[config.mk]
export PLATFORM = sky130hd
export DESIGN_NAME = uart_cmd_ctrl
export DESIGN_NICKNAME = d
export VERILOG_FILES = /design/src/rtl/uart_cmd_pkg.sv /design/src/rtl/uart_cmd_timeout.sv /design/src/rtl/uart_cmd_ctrl.sv
export SDC_FILE = /design/constraint.sdc
export NUM_CORES = 1
export LEC_CHECK = 0
export ABC_AREA = 1
export CAP_MARGIN = 20
export CORE_UTILIZATION = 51
export CTS_CLUSTER_SIZE = 30
export DETAILED_ROUTE_END_ITERATION = 12
export PLACE_DENSITY = 0.83
export SKIP_LAST_GASP = 1
export SLEW_MARGIN = 25
export SYNTH_ARGS = -nofsm -noshare
export SYNTH_HDL_FRONTEND = slang
export SYNTH_SLANG_ARGS = --single-unit
[constraint.sdc]
create_clock -name clk -period 2.5 [get_ports clk]
set_input_delay 0.75 -clock clk [delete_from_list [all_inputs] [get_ports clk]]
set_output_delay 0.75 -clock clk [all_outputs]
set_load 0.05 [all_outputs]
[src/rtl/uart_cmd_pkg.sv]
// Shared types and byte constants for the UART command controller.
package uart_cmd_pkg;

  typedef enum logic [2:0] {
    StIdle,
    StGetAddr,
    StGetData,
    StDoWrite,
    StDoRead,
    StSend,
    StWaitTx
  } state_e;

  localparam logic [7:0] HDR_WR  = 8'hA5;
  localparam logic [7:0] HDR_RD  = 8'h5A;
  localparam logic [7:0] RSP_ACK = 8'h06;
  localparam logic [7:0] RSP_NAK = 8'h15;

  // An address byte is in range when every bit above the register address field is zero.
  function automatic logic addr_valid(input logic [7:0] addr, input int unsigned addr_w);
    return (addr >> addr_w) == 8'h00;
  endfunction

endpackage

[src/rtl/uart_cmd_timeout.sv]
// Inter-byte timeout counter; only instantiated when UART_CMD_TIMEOUT_EN is defined.
module uart_cmd_timeout
  import uart_cmd_pkg::*;
#(
  parameter int unsigned TIMEOUT_CYC = 1000000
) (
  input  logic clk,
  input  logic sys_rst,
  input  logic clear_i,
  input  logic enable_i,
  output logic expired_o
);

  localparam int unsigned CntW = $clog2(TIMEOUT_CYC + 1);
  localparam logic [CntW-1:0] CntMax = CntW'(TIMEOUT_CYC);

  logic [CntW-1:0] r_cnt;

  always_ff @(posedge clk or posedge sys_rst) begin
    if (sys_rst) begin
      r_cnt <= '0;
    end else if (clear_i) begin
      r_cnt <= '0;
    end else if (enable_i && (r_cnt != CntMax)) begin
      r_cnt <= r_cnt + 1'b1;
    end
  end

  assign expired_o = enable_i && (r_cnt == CntMax);

endmodule

[src/rtl/uart_cmd_ctrl.sv]
// Byte-level host command parser driving a register bus and one response byte per frame.
// Optional inter-byte timeout is enabled by defining UART_CMD_TIMEOUT_EN.
module uart_cmd_ctrl
  import uart_cmd_pkg::*;
#(
  parameter int unsigned ADDR_W      = 4,
  parameter int unsigned TIMEOUT_CYC = 1000000
) (
  input  logic              clk,
  input  logic              sys_rst,
  input  logic [7:0]        rx_data_i,
  input  logic              rx_done_i,
  output logic [7:0]        tx_data_o,
  output logic              tx_wr_o,
  input  logic              tx_done_i,
  output logic              reg_we_o,
  output logic [ADDR_W-1:0] reg_addr_o,
  output logic [7:0]        reg_wdata_o,
  input  logic [7:0]        reg_rdata_i,
  output logic              busy_o,
  output logic              err_o,
  input  logic              err_clr_i
);

  state_e            r_state;
  logic              r_is_wr;
  logic [7:0]        r_addr_byte;
  logic [7:0]        r_tx_data;
  logic              r_tx_wr;
  logic              r_reg_we;
  logic [ADDR_W-1:0] r_reg_addr;
  logic [7:0]        r_reg_wdata;
  logic              r_err;

  logic w_overrun;
  logic w_tmo_expired;

  // Bytes arriving while a frame is being executed or answered are lost.
  assign w_overrun = rx_done_i && (r_state inside {StDoWrite, StDoRead, StSend, StWaitTx});

`ifdef UART_CMD_TIMEOUT_EN
  logic w_tmo_en;
  assign w_tmo_en = (r_state == StGetAddr) || (r_state == StGetData);

  uart_cmd_timeout #(
    .TIMEOUT_CYC(TIMEOUT_CYC)
  ) u_timeout (
    .clk      (clk),
    .sys_rst  (sys_rst),
    .clear_i  (rx_done_i || !w_tmo_en),
    .enable_i (w_tmo_en),
    .expired_o(w_tmo_expired)
  );
`else
  // Without the timeout feature TIMEOUT_CYC has no effect.
  assign w_tmo_expired = 1'b0 && (TIMEOUT_CYC == 0);
`endif

  always_ff @(posedge clk or posedge sys_rst) begin
    if (sys_rst) begin
      r_state     <= StIdle;
      r_is_wr     <= 1'b0;
      r_addr_byte <= 8'h00;
      r_tx_data   <= 8'h00;
      r_tx_wr     <= 1'b0;
      r_reg_we    <= 1'b0;
      r_reg_addr  <= '0;
      r_reg_wdata <= 8'h00;
      r_err       <= 1'b0;
    end else begin
      r_tx_wr  <= 1'b0;
      r_reg_we <= 1'b0;

      if (w_overrun) begin
        r_err <= 1'b1;
      end else if (err_clr_i) begin
        r_err <= 1'b0;
      end

      unique case (r_state)
        StIdle: begin
          if (rx_done_i && ((rx_data_i == HDR_WR) || (rx_data_i == HDR_RD))) begin
            r_is_wr <= (rx_data_i == HDR_WR);
            r_state <= StGetAddr;
          end
        end

        StGetAddr: begin
          if (rx_done_i) begin
            r_addr_byte <= rx_data_i;
            if (r_is_wr) begin
              r_state <= StGetData;
            end else if (addr_valid(rx_data_i, ADDR_W)) begin
              r_reg_addr <= rx_data_i[ADDR_W-1:0];
              r_state    <= StDoRead;
            end else begin
              r_tx_data <= RSP_NAK;
              r_tx_wr   <= 1'b1;
              r_state   <= StSend;
            end
          end else if (w_tmo_expired) begin
            r_state <= StIdle;
          end
        end

        StGetData: begin
          if (rx_done_i) begin
            if (addr_valid(r_addr_byte, ADDR_W)) begin
              r_reg_addr  <= r_addr_byte[ADDR_W-1:0];
              r_reg_wdata <= rx_data_i;
              r_reg_we    <= 1'b1;
              r_state     <= StDoWrite;
            end else begin
              r_tx_data <= RSP_NAK;
              r_tx_wr   <= 1'b1;
              r_state   <= StSend;
            end
          end else if (w_tmo_expired) begin
            r_state <= StIdle;
          end
        end

        StDoWrite: begin
          r_tx_data <= RSP_ACK;
          r_tx_wr   <= 1'b1;
          r_state   <= StSend;
        end

        StDoRead: begin
          r_tx_data <= reg_rdata_i;
          r_tx_wr   <= 1'b1;
          r_state   <= StSend;
        end

        StSend: begin
          r_state <= StWaitTx;
        end

        StWaitTx: begin
          if (tx_done_i) begin
            r_state <= StIdle;
          end
        end

        default: begin
          r_state <= StIdle;
        end
      endcase
    end
  end

  assign tx_data_o   = r_tx_data;
  assign tx_wr_o     = r_tx_wr;
  assign reg_we_o    = r_reg_we;
  assign reg_addr_o  = r_reg_addr;
  assign reg_wdata_o = r_reg_wdata;
  assign busy_o      = (r_state != StIdle);
  assign err_o       = r_err;

endmodule
# Yosys cells after proc, flatten, opt, wreduce, memory -nomap -nowiden
# Cells that the tools add are included.
dict set report classes {
  eq_ne 17
  mux 31
  reduce_logical 18
}
# operator count
set op_table {}
lappend op_table {{$mux 8} 5}
lappend op_table {{$pmux 8 s4} 1}
lappend op_table {{$mux 4} 5}
lappend op_table {{$mux 3} 6}
lappend op_table {{$ne 2x2->1 const B} 9}
lappend op_table {{$pmux 3 s6} 1}
lappend op_table {{$logic_not 8->1} 2}
lappend op_table {{$reduce_and 6->1} 2}
lappend op_table {{$mux 1} 11}
lappend op_table {{$eq 3x3->1 const B} 3}
lappend op_table {{$eq 8x7->1 const B} 1}
lappend op_table {{$eq 8x8->1 const B} 1}
lappend op_table {{$pmux 4 s2} 1}
lappend op_table {{$reduce_bool 4->1} 2}
lappend op_table {{$eq 3x2->1 const B} 2}
lappend op_table {{$reduce_and 2->1} 2}
lappend op_table {{$reduce_and 4->1} 1}
lappend op_table {{$reduce_bool 2->1} 2}
lappend op_table {{$eq 3x1->1 const B} 1}
lappend op_table {{$logic_not 3->1} 1}
lappend op_table {{$pmux 1 s3} 1}
lappend op_table {{$reduce_and 3->1} 1}
lappend op_table {{$reduce_bool 3->1} 1}
lappend op_table {{$logic_and 1x1->1} 2}
lappend op_table {{other kinds (2)} 2}
dict set report word_totals {
  reg_bits 35
  output_inout_bits 24
  wordCells 75
}

# Longest topological paths before layout
dict set report depth {
  depth_word 5
  mapped_depth 10
  ltp_nobuf 10
}

# Worst setup path after synthesis
# Ideal clock, no wire load.
dict set report synth_timing {
  path_kind {input to register}
  startpoint {input port rx_data_i[6]}
  endpoint {register r_reg_addr[0] (netlist: reg_addr_o[0])}
  setup_ns 0.119
  arrival_time_ns 1.623
  required_ns 2.381
  path_slack_ns 0.757
  cell_stages 6
  path_buffers 0
  path_cell_list {inv_1 > nand3_1 > o21ai_0 > nand3_2 > nand2_1 > nand2_1}
}
dict set report synth_between {
  elab_chain_cells 3
}
# item line_no
set synth_lines {}
lappend synth_lines {{start, declared} uart_cmd_ctrl.sv:11} ;# input logic [7:0] rx_data_i,
lappend synth_lines {{$logic_not 8->1} uart_cmd_pkg.sv:21} ;# return (addr >> addr_w) == 8'h00;
lappend synth_lines {{$ne 2x2->1 (no line)} -}
lappend synth_lines {{$reduce_and 6->1 (no line)} -}
lappend synth_lines {{end signal, assigned} uart_cmd_ctrl.sv:94} ;# r_reg_addr <= rx_data_i[ADDR_W-1:0];
lappend synth_lines {{end signal, assigned} uart_cmd_ctrl.sv:109} ;# r_reg_addr <= r_addr_byte[ADDR_W-1:0];
lappend synth_lines {{end, declared} uart_cmd_ctrl.sv:31} ;# logic [ADDR_W-1:0] r_reg_addr;
# Every way passes these cells.
# A chain may end at the register's enable or synchronous reset.

# Worst setup path in the final report
dict set report layout_timing {
  startpoint {register r_tx_data[3] (netlist: tx_data_o[3])}
  endpoint {output port tx_data_o[3]}
}
# item line_no
set layout_lines {}
lappend layout_lines {{start, declared} uart_cmd_ctrl.sv:28} ;# logic [7:0] r_tx_data;
lappend layout_lines {{start signal, assigned} uart_cmd_ctrl.sv:130} ;# r_tx_data <= reg_rdata_i;
lappend layout_lines {{end, declared} uart_cmd_ctrl.sv:13} ;# output logic [7:0] tx_data_o,
# No word-level cell between the ends.

==> flow_summary.json <==
{
  "cts_resized": 0,
  "place_congestion": 0.8476,
  "clkTransAtPathRegs_ns": 0.10,
  "synth_top_family_by_area": "simple AND/OR/NAND/NOR gates",
  "syn_inst": 225,
  "critPathBufInv": 1,
  "max_freq_ghz": 0.4406,
  "cp-end-kind": "primary output",
  "hpwl_mm": 2.666,
  "seqPwrFrac": 0.331,
  "num_rows": 20,
  "grt_pass1_vias": 1343,
  "min_path_type": "flop to flop",
  "swShare": 0.4874,
  "power.share.clock": 0.110,
  "synthToLayoutAreaGrowth_pct": 31.40,
  "dpl.cell_count": 311,
  "clk_latency_ns": 0.32,
  "finClkSkew_ns": 0.009415,
  "grt_first_pass_wirelength_mm": 5.775,
  "fin_nets": 295,
  "wl_per_cell_um": 10.93,
  "pre_cts_slack_ns": 0.3034,
  "postSynthAreaPerCell_sq_um": 7.563,
  "cp.arrival_ns": 1.52,
  "synth-simple-area-share": 0.3331,
  "path_max_fanout": 2,
  "clock_sinks": 35,
  "setup_ws_ns": 0.2301,
  "r2r_setup_slack_ns": 0.94,
  "cts_tree": "done",
  "leakagePower_nw": 1.140,
  "core_area_sq_mm": 0.003103,
  "slowest_stage": "clkdlybuf4s50_1",
  "place_area_sq_mm": 0.002180,
  "ant_nets": 0,
  "power.density_mw_per_mm2": 1245,
  "maxCapViolCount": 0,
  "finalSetupViolCount": 0,
  "initial_utilization": 0.5484,
  "root_buffer": "clkbuf_4",
  "ys_ff_latch": 35,
  "rsz0062_at_grt": "no",
  "synth_cell_type_count": 15,
  "stdcell_count": 318,
  "peakVddDrop_v": 0.0007080,
  "drt_drc_violations_left": 0,
  "via_per_inst": 4.824,
  "combPwrFrac": 0.559,
  "fin_setup_tns_ns": 0,
  "synthAdderAreaFrac": 0,
  "hold_violations": 0,
  "timing.final.crit_share": 0.9080,
  "die_w_um": 59.76,
  "period_needed_ns": 2.270,
  "maxSlewHeadroom": 0.6539,
  "post-cts-setup-buffers": 0,
  "critPathKind": "flop to primary output",
  "final_common_cell": "nand2_1",
  "syn_nets": 246,
  "ys_seq_area_frac": 0.5147,
  "drv_slew": 0,
  "critPathTopFamily": "buffers and inverters",
  "p_int_w": 0.001427,
  "dieArea_sq_mm": 0.003571,
  "ctsHoldBuffers": 0,
  "num_vias": 1534,
  "stdcell_area_sq_mm": 0.002236,
  "muxShareOfSynthArea": 0,
  "syn_area_sq_mm": 0.001702,
  "start_kind": "flop",
  "cts_buffers": 5,
  "cts_buffer_depth": 2,
  "drive_gt1_frac": 0.05839,
  "switchingPower_w": 0.001357,
  "totalWireLength_mm": 3.475,
  "hold_ws_ns": 0.4830,
  "status": "finished, final reports clean",
  "tightest_slew_ns": 0.5176,
  "worst_ep_required_time_ns": 1.75,
  "track_usage": 0.2187,
  "first_pass_iters": 4,
  "synth-compound-area-share": 0.07941,
  "portBuffers": 44,
  "fp.dieH_um": 59.76,
  "grt_remaining_overflow": 0,
  "htreeDepth": 2,
  "layout_common_cells": "91 x nand2_1, 43 x clkdlybuf4s50_1, 35 x dfrtp_1",
  "grt_max_degree": 36,
  "path_cells": "clkdlybuf4s50_1",
  "synth_warnings": 0,
  "drtIter0Drc": 63,
  "ioPinCount": 45,
  "slowest_delay_ns": 0.82,
  "antenna_found_initial": 0,
  "synth_xor_area_frac": 0,
  "antennaDiodeCount": 0
}
==> layer usage <==
layer | up-vias | track usage | routed length, um
met2 | 34 | 0.3492 | 1664
met4 | 0 | 0.05316 | 28
met3 | 2 | 0.05411 | 126
li1 | 811 | - | -
met1 | 687 | 0.2989 | 1655
met5 | - | 0 | 0
==> cell usage after synthesis (all sizes together) <==
library cell | count | area share
o21ai | 23 | 0.068
nand2 | 93 | 0.21
a21oi | 4 | 0.012
nor2 | 17 | 0.037
clkbuf | 2 | 0.0044
buf | 2 | 0.013
nand3 | 15 | 0.050
inv | 25 | 0.055
nand4 | 6 | 0.022
nor3 | 3 | 0.015
dfrtp | 35 | 0.51
==> state kept, by name, summed over array words and instances, names as in the netlist <==
| register | count |
|---|---|
| r_is_wr | 1 |
| reg_addr_o | 4 |
| tx_data_o | 8 |
| tx_wr_o | 1 |
| reg_wdata_o | 8 |
| err_o | 1 |
| r_addr_byte | 8 |
| reg_we_o | 1 |
| r_state | 3 |
==> power groups by stage <==
stage	registers [W]	clock network, W	logic (W)
detailed placement	0.000933	0	0.00156
finish	0.000922	0.000306	0.00156
CTS	0.000922	0.000313	0.00157
global route	0.000945	0.000334	0.00170
floorplan	0.00138	0	0.000651
global placement	0.000928	0	0.00153
==> layout make-up <==
class | count | area, sq um
Tap cell | 44 | 55.05
Clock inverter | 1 | 5.005
Inverter | 25 | 93.84
Fill cell | 282 | 867.1
Sequential cell | 35 | 875.8
Timing Repair Buffer | 46 | 452.9
Clock buffer | 6 | 51.30
Multi-Input combinational cell | 161 | 701.9
==> worst reg2reg max path, stage by stage, from the launching register on <==
cell and delay, ns:
dfrtp_1 0.50, nor2_1 0.22, nand2_1 0.12, nand2_1 0.12, inv_1 0.06, nand3_1 0.13, nand2_2 0.14, nand2_1 0.10
nand2_1 0.06
==> path summary, 6_finish.rpt <==
check                        startpoint              to  depth (start not counted)
setup / recovery           tx_data_o[3]    tx_data_o[3]                          1
min in group asynchronous       sys_rst  r_addr_byte[0]                          3
max in group asynchronous       sys_rst  reg_wdata_o[0]                          3
hold / removal             tx_data_o[0]    tx_data_o[0]                          2
setup reg to reg             r_state[1]    tx_data_o[7]                          8
hold reg to reg            tx_data_o[0]    tx_data_o[0]                          2
==> metrics by stage <==
stage | power (W) | util
global route | 0.002982 | 0.7206
finish | 0.002784 | 0.7206
floorplan | 0.002030 | -
detailed placement | 0.002494 | 0.7024
CTS | 0.002800 | 0.7206
global placement | 0.002463 | 0.7024
==> cells by family (layout without fill, tap and decap cells) <==
logic type / after synthesis / after routing
AOI/OAI and AO/OA: 27 / 27
DFF: 35 / 35
buffers and inverters: 29 / 78
and+or+nand+nor: 134 / 134
No activity file was read; power rests on OpenSTA's default activity.
